==> config.mk <==
export PLATFORM = sky130hd
export DESIGN_NAME = ysyx_23060061_clint
export DESIGN_NICKNAME = d
export VERILOG_FILES = /design/src/rtl/ysyx_23060061_clint.sv
export SDC_FILE = /design/constraint.sdc
export NUM_CORES = 1
export LEC_CHECK = 0
export BUFFER_PORTS_ARGS = -buffer_cell sky130_fd_sc_hd__buf_2
export CAP_MARGIN = 10
export CORE_MARGIN = 4
export CORE_UTILIZATION = 55
export CTS_BUF_LIST = sky130_fd_sc_hd__clkbuf_2 sky130_fd_sc_hd__clkbuf_4 sky130_fd_sc_hd__clkbuf_8
export DETAILED_ROUTE_END_ITERATION = 6
export GPL_TIMING_DRIVEN = 0
export PLACE_DENSITY = 0.88
export SLEW_MARGIN = 10
export SYNTH_ARGS = -nofsm -noshare
export SYNTH_HDL_FRONTEND = slang
export SYNTH_SLANG_ARGS = --single-unit
==> constraint.sdc <==
create_clock -name clk -period 8.3 [get_ports clk]
set_input_delay 1.66 -clock clk [delete_from_list [all_inputs] [get_ports clk]]
set_output_delay 1.66 -clock clk [all_outputs]
set_load 0.05 [all_outputs]
==> src/rtl/ysyx_23060061_clint.sv <==
// Core-local timer: free-running 64-bit mtime, read-only AXI4 single-beat slave.
// Optional YSYX_23060061_CLINT_SHADOW_EN: a low-word read latches the high word for a coherent pair.
module ysyx_23060061_clint #(
  parameter logic [31:0] BASE_ADDR = 32'h0200_0000,
  parameter int unsigned DIV       = 1
) (
  input  logic        clk,
  input  logic        rst,
  // read address / data
  input  logic [31:0] araddr,
  input  logic        arvalid,
  output logic        arready,
  input  logic [3:0]  arid,
  input  logic [7:0]  arlen,
  input  logic [2:0]  arsize,
  input  logic [1:0]  arburst,
  output logic [31:0] rdata,
  output logic [1:0]  rresp,
  output logic        rvalid,
  input  logic        rready,
  output logic        rlast,
  output logic [3:0]  rid,
  // write address / data / response
  input  logic [31:0] awaddr,
  input  logic        awvalid,
  output logic        awready,
  input  logic [3:0]  awid,
  input  logic [7:0]  awlen,
  input  logic [2:0]  awsize,
  input  logic [1:0]  awburst,
  input  logic [31:0] wdata,
  input  logic [3:0]  wstrb,
  input  logic        wvalid,
  input  logic        wlast,
  output logic        wready,
  output logic [1:0]  bresp,
  output logic        bvalid,
  input  logic        bready,
  output logic [3:0]  bid
);

  localparam int unsigned PW = (DIV > 1) ? $clog2(DIV) : 1;

  localparam logic [1:0] RESP_OKAY   = 2'b00;
  localparam logic [1:0] RESP_SLVERR = 2'b10;

  localparam logic R_IDLE = 1'b0;
  localparam logic R_RESP = 1'b1;
  localparam logic W_IDLE = 1'b0;
  localparam logic W_RESP = 1'b1;

  // ---------------------------------------------------------------------------
  // mtime and prescaler
  // ---------------------------------------------------------------------------
  logic [63:0]   mtime_q, mtime_d;
  logic [PW-1:0] presc_q, presc_d;
  logic          tick;

  assign tick = (presc_q == PW'(DIV - 1));

  always_comb begin
    presc_d = tick ? '0 : presc_q + PW'(1);
    mtime_d = tick ? mtime_q + 64'd1 : mtime_q;
  end

  always_ff @(posedge clk or posedge rst) begin
    if (rst) begin
      presc_q <= '0;
      mtime_q <= '0;
    end else begin
      presc_q <= presc_d;
      mtime_q <= mtime_d;
    end
  end

  // ---------------------------------------------------------------------------
  // Read channel
  // ---------------------------------------------------------------------------
  logic        r_state_q, r_state_d;
  logic [31:0] rdata_q, rdata_d;
  logic [1:0]  rresp_q, rresp_d;
  logic [3:0]  rid_q, rid_d;
  logic        ar_fire;
  logic        ar_bad;
  logic [31:0] hi_word;

  assign ar_fire = arvalid && arready;
  assign ar_bad  = (arlen != 8'd0) || (arsize > 3'b010);

`ifdef YSYX_23060061_CLINT_SHADOW_EN
  logic [31:0] shadow_q;

  always_ff @(posedge clk or posedge rst) begin
    if (rst) begin
      shadow_q <= '0;
    end else if (ar_fire && (araddr[3:0] == 4'h0)) begin
      shadow_q <= mtime_q[63:32];
    end
  end

  assign hi_word = shadow_q;
`else
  assign hi_word = mtime_q[63:32];
`endif

  always_comb begin
    r_state_d = r_state_q;
    rdata_d   = rdata_q;
    rresp_d   = rresp_q;
    rid_d     = rid_q;
    case (r_state_q)
      R_IDLE: begin
        if (ar_fire) begin
          r_state_d = R_RESP;
          rid_d     = arid;
          rdata_d   = '0;
          rresp_d   = RESP_SLVERR;
          if (!ar_bad) begin
            case (araddr[3:0])
              4'h0: begin
                rdata_d = mtime_q[31:0];
                rresp_d = RESP_OKAY;
              end
              4'h4: begin
                rdata_d = hi_word;
                rresp_d = RESP_OKAY;
              end
              default: ;
            endcase
          end
        end
      end
      R_RESP: begin
        if (rready) r_state_d = R_IDLE;
      end
      default: r_state_d = R_IDLE;
    endcase
  end

  always_ff @(posedge clk or posedge rst) begin
    if (rst) begin
      r_state_q <= R_IDLE;
      rdata_q   <= '0;
      rresp_q   <= RESP_OKAY;
      rid_q     <= '0;
    end else begin
      r_state_q <= r_state_d;
      rdata_q   <= rdata_d;
      rresp_q   <= rresp_d;
      rid_q     <= rid_d;
    end
  end

  assign arready = (r_state_q == R_IDLE);
  assign rvalid  = (r_state_q == R_RESP);
  assign rlast   = rvalid;
  assign rdata   = rdata_q;
  assign rresp   = rresp_q;
  assign rid     = rid_q;

  // ---------------------------------------------------------------------------
  // Write channel: accepts AW and W in any order, always answers SLVERR
  // ---------------------------------------------------------------------------
  logic       w_state_q, w_state_d;
  logic       aw_got_q, aw_got_d;
  logic       w_got_q, w_got_d;
  logic [3:0] awid_q, awid_d;
  logic [3:0] bid_q, bid_d;
  logic       aw_fire, w_fire;

  assign aw_fire = awvalid && awready;
  assign w_fire  = wvalid && wready;

  always_comb begin
    w_state_d = w_state_q;
    aw_got_d  = aw_got_q;
    w_got_d   = w_got_q;
    awid_d    = awid_q;
    bid_d     = bid_q;
    case (w_state_q)
      W_IDLE: begin
        if (aw_fire) begin
          aw_got_d = 1'b1;
          awid_d   = awid;
        end
        if (w_fire) w_got_d = 1'b1;
        if ((aw_got_q || aw_fire) && (w_got_q || w_fire)) begin
          w_state_d = W_RESP;
          aw_got_d  = 1'b0;
          w_got_d   = 1'b0;
          bid_d     = aw_fire ? awid : awid_q;
        end
      end
      W_RESP: begin
        if (bready) w_state_d = W_IDLE;
      end
      default: w_state_d = W_IDLE;
    endcase
  end

  always_ff @(posedge clk or posedge rst) begin
    if (rst) begin
      w_state_q <= W_IDLE;
      aw_got_q  <= 1'b0;
      w_got_q   <= 1'b0;
      awid_q    <= '0;
      bid_q     <= '0;
    end else begin
      w_state_q <= w_state_d;
      aw_got_q  <= aw_got_d;
      w_got_q   <= w_got_d;
      awid_q    <= awid_d;
      bid_q     <= bid_d;
    end
  end

  assign awready = (w_state_q == W_IDLE) && !aw_got_q;
  assign wready  = (w_state_q == W_IDLE) && !w_got_q;
  assign bvalid  = (w_state_q == W_RESP);
  assign bresp   = bvalid ? RESP_SLVERR : RESP_OKAY;
  assign bid     = bid_q;

  // Window decode is done by the crossbar; these inputs carry no meaning here.
  logic unused_inputs;
  assign unused_inputs = ^{BASE_ADDR, araddr[31:4], arburst, awaddr, awlen, awsize, awburst,
                           wdata, wstrb, wlast};

endmodule

# Yosys cells after proc, flatten, opt, wreduce, memory -nomap -nowiden
# Index checks and enable logic that the tools add are counted.
# W data, S select, Z words.
# word_totals
register_bits	115
in_bits	142
wordCells	54
out_inout_bits	50
# classes
n_reduce_logical	20
add_sub_neg	2
magnitude_cmp	1
muxes	17
n_eq_ne	1
bitwise	2
# ops
operator	count
$add A64 B1 Y64 const B	1
$pmux W32 S2	1
$mux W32	1
$mux W1	9
$reduce_and A2 Y1	4
$reduce_bool A8 Y1	1
$logic_and A1 B1 Y1	6
$mux W2	3
$eq A4 B3 Y1 const B	1
$logic_not A4 Y1	1
$mux W4	1
$pmux W1 S2	2
$reduce_bool A2 Y1	2
$gt A3 B2 Y1 const B	1
$logic_or A1 B1 Y1	3
$logic_not A1 Y1	2
$not A1 Y1	2
$reduce_or A2 Y1	1
$add A1 B1 Y1 const B	1

# Logic depth before layout (Yosys ltp)
# Gate-level depths: netlist of the first run.
# depth
depth_word	7
mapped_depth	7
depth_no_buf	6

# Worst setup path after synthesis of the first run
# Ideal clock, no wire load.
# synth_timing
path_kind	flip-flop to output port
start	register w_state_q, in the netlist bvalid
end	output awready
t_required_ns	6.640
path_stages_with_launch	2
n_path_buf	0
arrival_ns	1.349
slack_ns	5.291
cell_sequence	dfrtp_1 -> nor2_1
# synth_between
elab_chain_len	2
# synth_lines
item	line_no	rtl
from (decl)	164	logic w_state_q, w_state_d;
from (signal assigned)	209	w_state_q <= w_state_d;
$not A1 Y1 (no line)	-	
$logic_and A1 B1 Y1	217	assign awready = (w_state_q == W_IDLE) && !aw_got_q;
to (decl)	26	output logic awready,
# No other way between the ends.

# Final worst setup path of the first run
# layout_timing
start	register w_state_q, in the netlist bvalid
end	output bresp[1]
# layout_between
elab_chain_len	1
# layout_lines
item	line_no	rtl
$mux W2	220	assign bresp = bvalid ? RESP_SLVERR : RESP_OKAY;
to (decl)	36	output logic [1:0] bresp,
# No other way between the ends.

==> impl_metrics.toml, run 1 <==
[drt]
routedWlPerCell_um = 17.1
wirelength_um = 12100
routed_via_density = 5.56
via_count = 3922
ant_nets = 0
drc_errors = 0
dr.pass1.iters = 4
first_iter_violations = 347

[pwr]
irDropWorstVdd_uv = 181
seqPwrFrac_pct = 43.7
total_power_mw = 1.38
pwr-share-comb_pct = 16.7
p_clk_share_pct = 39.6
swShare_pct = 29.4
p_int_mw = 0.977
p_per_area_nw_per_um2 = 223
power_leakage_nw = 3.08
p_sw_mw = 0.406

[grt]
grt_usage_pct = 23.1
grt-ovfl-total = 0
grt_max_degree = 96
grt_pass1_vias = 4055
antenna_found_initial = 0
grt_pass1_wl_um = 20200

[worst_setup_path]
critPathLaunchType = "flop"
critPathKind = "reg -> out"
slowest_stage = "dfrtp_1"
endpoint_kind = "output port"
cp_data_required_time_ps = 6640
crit_chain = "buf_4 -> buf_2"
r2r_slack_ps = 5840
cp.arrival_ps = 1280
crit_fanout = 8
crit_path_max_incr_delay_ps = 470

[timing]
period_minus_slack_ps = 2940
setup_tns_ps = 0
setup_viol = 0
finClkSkew_ps = 9.53
fmax_mhz = 340
slew_viol_final = 0
maxSlewHeadroom_pct = 49.4
finalHoldViolCount = 0
worst_pin_slew_ps = 758
hold_slack_ps = 474
period_share_pct = 35.4
rsz0062_at_grt = "no"

[cts]
root_buffer = "clkbuf_8"
clock_latency_ps = 430
cts_tree = "built"
clkTransAtPathRegs_ps = 70
cts_sinks = 113
htree_levels = 4
postCtsSetupBuffers = 0
cts_resized = 0
cts_buffer_depth = 2
cts_buffers = 17
ctsHoldBuffers = 0

[placement]
place_inst = 674
hpwlAfterDp_um = 8030
portBuffers = 76
globalplace.congestion = 0.787

[run_status]
status = "completed"

[final_layout]
areaGrowthSynthToFinish_pct = 19.2
drive_above_1_share_pct = 24.8
post-route-util_pct = 67.1
layoutNonFillerInstCount = 706
fillers = 678
finalNetCount = 707
diodes = 0

[floorplanning]
die-area_um2 = 11100
io-pin-count = 192
die_w_um = 105
coreArea_um2 = 9240
die_h_um = 105
start_util_pct = 56.3
core.rowCount = 35

[yosys]
ys.warnings.count = 0
synth_edf_count = 0
synth_area_leader_cell = "dfrtp_1"
syn_avg_cell_area_um2 = 11.1
ys_seq_area_share_pct = 54.4
synthTopCellsByCount = "113 x dfrtp_1, 56 x nand2_1, 34 x o21ai_0"
synthCells = 467
synthTopCellsByArea = "dfrtp_1 54%, mux2i_1 6.2%, xor2_1 5.4%"
synth.distinct_cells = 39
ys_ff_latch = 113
synthArstFlopShare_pct = 100
synth_top_area_share_pct = 54.4
synth_ff_type = "dfrtp_1"
synth_area_um2 = 5200
synth_most_common_cell = "dfrtp_1"

[job]
maxCapViolCount = 0

[hold_path]
min_path_type = "reg -> reg"
## sequential cells by signal, indices dropped and copies added, names as in the netlist
| signal | flops |
|---|---|
| w_got_q | 1 |
| bvalid | 1 |
| rid | 4 |
| awid_q | 4 |
| rresp | 1 |
| bid | 4 |
| rlast | 1 |
| aw_got_q | 1 |
| mtime_q | 64 |
| rdata | 32 |
## worst max-delay path, delay by kind of cell (launching register included)
family	cells	cell delay [ps]
DFF	1	470
buffers and inverters	2	400
## kinds of logic (layout without fill, tap and decap cells)
kind of cell    Yosys count  count (layout)  share of synthesized area (%)
simple gates            175             175                           19.5
flops                   113             113                           54.4
xor+xnor                 62              62                           10.4
mux                      44              44                           8.76
compound gates           39              39                           3.87
buf+inv                  32             141                           2.74
fa+ha+maj                 1               1                          0.241
other cells               1               2                         0.0721
## per-layer routing
| metal | wire [µm] | share of wire [%] | GRT usage, % |
|---|---|---|---|
| met5 | 0 | 0 | 0 |
| met4 | 267 | 2.2 | 8.81 |
| met3 | 708 | 5.9 | 6.00 |
| met2 | 6180 | 51 | 38.6 |
| met1 | 4930 | 41 | 28.8 |
## cell usage in the layout, fill, tap and decap left out, drive strengths merged, types with 2 or more instances in the layout
cell type,netlist,final
nor4,14,14
and2,5,5
inv,14,14
or3,4,4
o21ai,35,35
conb,1,2
nor2b,2,2
nand2b,2,2
buf,7,84
nor2,22,22
nand4,18,18
mux2,12,12
mux2i,32,32
xnor2,30,30
dfrtp,113,113
xor2,32,32
and4,6,6
clkinvlp,0,3
clkbuf,11,33
a21oi,2,2
and3,2,2
bufinv,0,3
nor3,16,16
nand3,24,24
or2,2,2
nand2,56,56
clkinv,0,4
## power groups by stage
stage                     sequential [mW]  clock, mW  combinational, mW
after global routing                0.608      0.578              0.246
after floorplan                     0.671          0              0.114
after global placement              0.609          0              0.224
after CTS                           0.604      0.551              0.234
after detailed placement            0.613          0              0.231
final                               0.604      0.548              0.231
## cell type report
cell class              count  area, µm²  share of cell area (%)
flip-flops and latches    113       2830                    45.6
clock inverters            10        133                    2.14
clock buffers              22        290                    4.68
well taps                 129        161                    2.60
inverters                  14       57.6                   0.928
plain buffers              18       90.1                    1.45
multi-input cells         323       2230                    36.0
repair buffers             77        408                    6.58
## worst paths after layout
check / from / endpoint / cells past startpoint
max reg2reg: mtime_q[0]$_DFF_PP0_ / mtime_q[46]$_DFF_PP0_ / 7
min: rdata[16]$_DFFE_PP0P_ / rdata[16]$_DFFE_PP0P_ / 2
min in group asynchronous: rst / rid[2]$_DFFE_PP0P_ / 2
min reg2reg: rdata[16]$_DFFE_PP0P_ / rdata[16]$_DFFE_PP0P_ / 2
max: bvalid$_DFF_PP0_ / bresp[1] / 2
max in group asynchronous: rst / mtime_q[30]$_DFF_PP0_ / 3
## stage by stage
step           worst slack (ps)  cell area, µm²
2_1_floorplan              3650            5200
3_3_place_gp               2510            5750
3_5_place_dp               5160            5780
4_1_cts                    5340            6200
5_1_grt                    5270            6200
6_report                   5360            6200
No activity file was read; power rests on OpenSTA's default activity.
==> run 2: changes to the inputs <==
--- a/config.mk
+++ b/config.mk
@@ -8,11 +8,11 @@
 export BUFFER_PORTS_ARGS = -buffer_cell sky130_fd_sc_hd__buf_2
 export CAP_MARGIN = 10
 export CORE_MARGIN = 4
-export CORE_UTILIZATION = 55
+export CORE_UTILIZATION = 51
 export CTS_BUF_LIST = sky130_fd_sc_hd__clkbuf_2 sky130_fd_sc_hd__clkbuf_4 sky130_fd_sc_hd__clkbuf_8
 export DETAILED_ROUTE_END_ITERATION = 6
 export GPL_TIMING_DRIVEN = 0
-export PLACE_DENSITY = 0.88
+export PLACE_DENSITY = 0.82
 export SLEW_MARGIN = 10
 export SYNTH_ARGS = -nofsm -noshare
 export SYNTH_HDL_FRONTEND = slang
==> constraint.sdc (replaced) <==
create_clock -name clk -period 2.86 [get_ports clk]
set_input_delay 0.572 -clock clk [delete_from_list [all_inputs] [get_ports clk]]
set_output_delay 0.572 -clock clk [all_outputs]
set_load 0.05 [all_outputs]
==> run 2 against run 1 <==
  * Total power increased to 2.8 times the previous value
  * First-iteration DRC count down 22%
  * Routed wire length down 5.0%
  * Clock power rose to 2.8 times the previous value
  * Critical endpoint is now mtime_q[56]$_DFF_PP0_
  * Clock-buffer cell count down 3
  * Sequential power rose to 2.9 times the previous value
  * Combinational power rose to 2.9 times the previous value
==> impl_metrics.toml, run 2 (synthesized netlist as in run 1, its figures left out) <==
[placement]
dp_slack_ps = 526
portBuffers = 76
globalplace.congestion = 0.789
place_area_um2 = 5820
hpwlAfterDp_um = 8230

[timing]
period_share_pct = 81.8
fmax_mhz = 427
worst_pin_slew_ps = 792
finalHoldViolCount = 0
slew_viol_final = 0
fin_ws_ps = 520
period_minus_slack_ps = 2340
finClkSkew_ps = 8.39
setup_viol = 0
rsz0062_at_grt = "no"
setup_tns_ps = 0
hold_slack_ps = 216
maxSlewHeadroom_pct = 47.2

[worst_setup_path]
cp.arrival_ps = 2690
crit_fanout = 10
crit_path_max_incr_delay_ps = 460
critPathLaunchType = "flop"
endpoint_kind = "flop"
cp_top_family = "simple AND/OR/NAND/NOR gates"
setup.worst_path.start = "mtime_q[0]$_DFF_PP0_"
crit_chain = "ha_1 -> and4_1 -> nor3b_4 -> nand4_4 -> buf_6 -> nor3_1 -> xor2_1"
rr_startpoint = "mtime_q[0]$_DFF_PP0_"
critPathKind = "reg -> reg"
cp_data_required_time_ps = 3210
slowest_stage = "nor3b_4"
crit_buf_inv = 1

[cts]
cts_buffers = 17
cts_sinks = 113
cts_resized = 0
clkTransAtPathRegs_ps = 70
htree_levels = 4
clock_latency_ps = 430
cts_buffer_depth = 2
postCtsSetupBuffers = 0
root_buffer = "clkbuf_8"
cts_tree = "built"
ctsHoldBuffers = 0

[floorplanning]
die_h_um = 109
start_util_pct = 52.7
coreArea_um2 = 9860
die-area_um2 = 11900
core.rowCount = 36
die_w_um = 109
io-pin-count = 192

[drt]
routed_via_density = 5.48
routed-wl-met3_um = 641
routedWlPerCell_um = 16.1
first_iter_violations = 269
wl_met2_um = 5930
dr.max_layer_used = "met4"
drc_errors = 0
ant_nets = 0
via_count = 3905
met1_length_um = 4590
wirelength_um = 11500
dr.pass1.iters = 4

[final_layout]
finalNetCount = 709
fillers = 768
largest_register = "mtime_q"
mostFrequentLayoutCells = "113 x dfrtp_1, 76 x buf_2, 56 x nand2_1"
fin_area_um2 = 6220
diodes = 0
areaGrowthSynthToFinish_pct = 19.6
drive_above_1_share_pct = 25.0
largest_reg_flops = 64
layout_commonest_cell = "dfrtp_1"

[hold_path]
min_path_type = "in -> async"

[grt]
grt_pass1_vias = 4041
grt-ovfl-total = 0
grt_pass1_wl_um = 19500
antenna_found_initial = 0
grt_usage_pct = 21.2
grt_max_degree = 40

[run_status]
status = "completed"

[job]
maxCapViolCount = 0

[pwr]
irDropWorstVdd_uv = 616
power_leakage_nw = 3.10
p_per_area_nw_per_um2 = 632
total_power_mw = 3.93
run 2: changes by cell type in the layout (fill, tap and decap cells not counted), sizes merged:
| cell | before | now |
|---|---|---|
| clkinv | 4 | 9 |
| inv | 14 | 13 |
| clkinvlp | 3 | 2 |
| clkbuf | 33 | 30 |
| buf | 84 | 86 |
run 2: layer usage:
| metal | global-route usage (%) | vias to the layer above |
|---|---|---|
| li1 | - | 1821 |
| met1 | 25.6 | 1946 |
| met2 | 35.3 | 109 |
| met3 | 6.10 | 29 |
| met4 | 9.38 | 0 |
| met5 | 0 | - |
run 2: area by class of cell:
cell class,count,area [µm²],share of cell area (%)
clock buffer,19,255,4.10
timing repair buffer,79,448,7.20
tap,133,166,2.67
multi-input combinational,323,2230,35.9
clock inverter,13,143,2.29
inverter,14,56.3,0.905
buffer,18,90.1,1.45
sequential,113,2830,45.5
run 2: path summary, 6_finish.rpt:
kind                       depth (start not counted)               endpoint  slack, ps
max in group asynchronous                          4  rdata[19]$_DFFE_PP0P_       1890
min in group clk                                   2       bvalid$_DFF_PP0_        340
setup reg to reg                                   7  mtime_q[56]$_DFF_PP0_        520
setup / recovery                                   7  mtime_q[56]$_DFF_PP0_        520
hold / removal                                     2  rdata[31]$_DFFE_PP0P_        220
hold reg to reg                                    1  mtime_q[63]$_DFF_PP0_        470
run 2: power breakdown:
group          internal [mW]  switching (mW)  total, mW
Clock                  0.878           0.635       1.51
Sequential              1.69          0.0556       1.75
Combinational          0.203           0.469      0.672
Total                   2.77            1.16       3.93
run 2: worst register-to-register path, stage by stage, from the launching register on:
cell,delay [ps]
dfrtp_1,430
ha_1,230
and4_1,290
nor3b_4,460
nand4_4,270
buf_6,230
nor3_1,190
xor2_1,170
run 2: stage by stage:
| stage | instances | utilization [%] |
|---|---|---|
| 3_5_place_dp | 680 | 59.0 |
| 6_report | 712 | 63.1 |
| 2_1_floorplan | 468 | - |
| 4_1_cts | 712 | 63.1 |
| 3_3_place_gp | 677 | 58.3 |
| 5_1_grt | 712 | 63.1 |
==> run 3: changes to the inputs <==
--- a/config.mk
+++ b/config.mk
@@ -8,11 +8,11 @@
 export BUFFER_PORTS_ARGS = -buffer_cell sky130_fd_sc_hd__buf_2
 export CAP_MARGIN = 10
 export CORE_MARGIN = 4
-export CORE_UTILIZATION = 51
+export CORE_UTILIZATION = 46
 export CTS_BUF_LIST = sky130_fd_sc_hd__clkbuf_2 sky130_fd_sc_hd__clkbuf_4 sky130_fd_sc_hd__clkbuf_8
 export DETAILED_ROUTE_END_ITERATION = 6
 export GPL_TIMING_DRIVEN = 0
-export PLACE_DENSITY = 0.82
+export PLACE_DENSITY = 0.78
 export SLEW_MARGIN = 10
 export SYNTH_ARGS = -nofsm -noshare
 export SYNTH_HDL_FRONTEND = slang
==> constraint.sdc (replaced) <==
create_clock -name clk -period 2 [get_ports clk]
set_input_delay 0.4 -clock clk [delete_from_list [all_inputs] [get_ports clk]]
set_output_delay 0.4 -clock clk [all_outputs]
set_load 0.05 [all_outputs]
==> run 3 against run 2 <==
  * Clock-buffer cell count fell by 1
  * Worst setup slack worse by 500 ps
  * Critical path type unchanged
  * Maximum frequency increased by 18%
  * Non-clock buffer count increased by 27
  * Register-to-register slack worse by 500 ps
  * Routed wire length is 12% higher
  * Critical endpoint is now mtime_q[41]$_DFF_PP0_
  * Cell count increased by 4.8%
  * Clock skew increased by 3.8 ps
  * Sequential power rose by 43%
==> impl_metrics.toml, run 3 (synthesized netlist as in run 1, its figures left out) <==
[final_layout]
layout_commonest_cell = "dfrtp_1"
regArea_um2 = 2850
layoutNonFillerInstCount = 746
fin_area_um2 = 6740
multi_input_area_um2 = 2350
largest_register = "mtime_q"
mostFrequentLayoutCells = "99 x dfrtp_1, 76 x buf_2, 55 x nand2_1"
finalNetCount = 736
post-route-util_pct = 61.6
drive_above_1_share_pct = 34.5
largest_reg_flops = 64
fillers = 867
diodes = 0
areaGrowthSynthToFinish_pct = 29.5

[floorplanning]
core.rowCount = 38
die-area_um2 = 13100
die_h_um = 114
die_w_um = 114
io-pin-count = 192
coreArea_um2 = 10900
start_util_pct = 47.6

[timing]
finClkSkew_ps = 12.2
finalHoldViolCount = 0
worst_pin_slew_ps = 756
slew_viol_final = 0
period_share_pct = 99.0
maxSlewHeadroom_pct = 49.6
setup_viol = 0
hold_slack_ps = 26.7
period_minus_slack_ps = 1980
rsz0062_at_grt = "yes"
fmax_mhz = 505

[drt]
wirelength_um = 12900
routed_via_density = 5.32
ant_nets = 0
first_iter_violations = 239
dr.pass1.iters = 7
drc_errors = 0
routedWlPerCell_um = 17.2
via_count = 3968

[cts]
clock_latency_ps = 440
clkTransAtPathRegs_ps = 80
htree_levels = 4
cts_buffers = 17
cts_buffer_depth = 2
cts_sinks = 113
root_buffer = "clkbuf_8"
cts_tree = "built"
ctsHoldBuffers = 0

[worst_setup_path]
crit_fanout = 5
cp.arrival_ps = 2300
crit_path_max_incr_delay_ps = 450
critPathKind = "reg -> reg"
endpoint_kind = "flop"
r2r_slack_ps = 20
crit_path_frequent_cell = "buf_4"
rr_startpoint = "mtime_q[7]$_DFF_PP0_"
slowest_stage = "dfrtp_1"
critPathLaunchType = "flop"
setup.worst_path.start = "mtime_q[7]$_DFF_PP0_"
cp_data_required_time_ps = 2320
crit_chain = "nand4_2 -> nor4_4 -> buf_4 -> buf_4 -> and2_1 -> nand3_1 -> xnor2_1"
reg2reg_depth = 7
cp-endpoint = "mtime_q[41]$_DFF_PP0_"
rr_endpoint = "mtime_q[41]$_DFF_PP0_"

[pwr]
power_leakage_nw = 3.31
total_power_mw = 6.30
irDropWorstVdd_uv = 1370
p_per_area_nw_per_um2 = 936

[hold_path]
min_path_type = "in -> async"

[job]
maxCapViolCount = 0

[grt]
antenna_found_initial = 0
grt_max_degree = 40
grt_pass1_vias = 4046
grt-ovfl-total = 0
grt_pass1_wl_um = 20200
grt_usage_pct = 19.6

[placement]
place_inst = 687
place_area_um2 = 5830
globalplace.congestion = 0.799
hpwlAfterDp_um = 8250
portBuffers = 76

[run_status]
status = "completed"
-- run 3: layer usage --
| metal | wire length (µm) | vias to the layer above | part of all wire, % | GRT usage, % |
|---|---|---|---|---|
| met1 | 5320 | 1960 | 41 | 24.8 |
| li1 | - | 1868 | - | - |
| met4 | 329 | 0 | 2.6 | 7.05 |
| met3 | 622 | 35 | 4.8 | 5.13 |
| met5 | 0 | - | 0 | 0 |
| met2 | 6580 | 105 | 51 | 32.6 |
-- run 3: layout make-up --
| class | count | share of cell area, % |
|---|---|---|
| timing repair buffer | 108 | 10.1 |
| buffer | 16 | 1.36 |
| sequential | 113 | 42.2 |
| tap | 140 | 2.60 |
| clock inverter | 14 | 4.22 |
| inverter | 14 | 0.891 |
| multi-input combinational | 323 | 34.9 |
| clock buffer | 18 | 3.68 |
-- run 3: power by group --
group | switching, mW | internal, mW | total (mW)
Combinational | 0.661 | 0.289 | 0.950
Clock | 0.966 | 1.89 | 2.86
Sequential | 0.0766 | 2.42 | 2.50
Total | 1.70 | 4.60 | 6.30
-- run 3: worst min-delay path by stage --
| stage | depth (start not counted) | from | slack (ps) | endpoint |
|---|---|---|---|---|
| after floorplan | 1 | mtime_q[63]$_DFF_PP0_ | 440 | mtime_q[63]$_DFF_PP0_ |
| after global placement | 1 | mtime_q[63]$_DFF_PP0_ | 460 | mtime_q[63]$_DFF_PP0_ |
| after detailed placement | 1 | mtime_q[63]$_DFF_PP0_ | 460 | mtime_q[63]$_DFF_PP0_ |
| after CTS | 2 | rst | 30 | mtime_q[0]$_DFF_PP0_ |
| after global routing | 2 | rst | 50 | rdata[2]$_DFFE_PP0P_ |
| final | 2 | rst | 30 | mtime_q[0]$_DFF_PP0_ |
-- run 3: through the flow --
stage | TNS (ps) | worst slack, ps
5_1_grt | -615 | -73.5
4_1_cts | 0 | 1.50
3_5_place_dp | -4870 | -369
6_report | 0 | 20.6
3_3_place_gp | -54120 | -606
2_1_floorplan | 0 | 103
-- run 3: repair_timing --
item                       4_1_cts  5_1_grt
setup buffers                   11       17
resized for setup               14       26
pin swaps                        4        8
gates cloned                     0        1
setup endpoints to repair       31       33
-- run 3: worst max-delay path: cells and delay by family, from the launching register on --
kind / cells / cell delay (ps)
XOR/XNOR: 1 / 170
buffers and inverters: 2 / 320
flip-flops: 1 / 450
AND/OR/NAND/NOR: 4 / 940
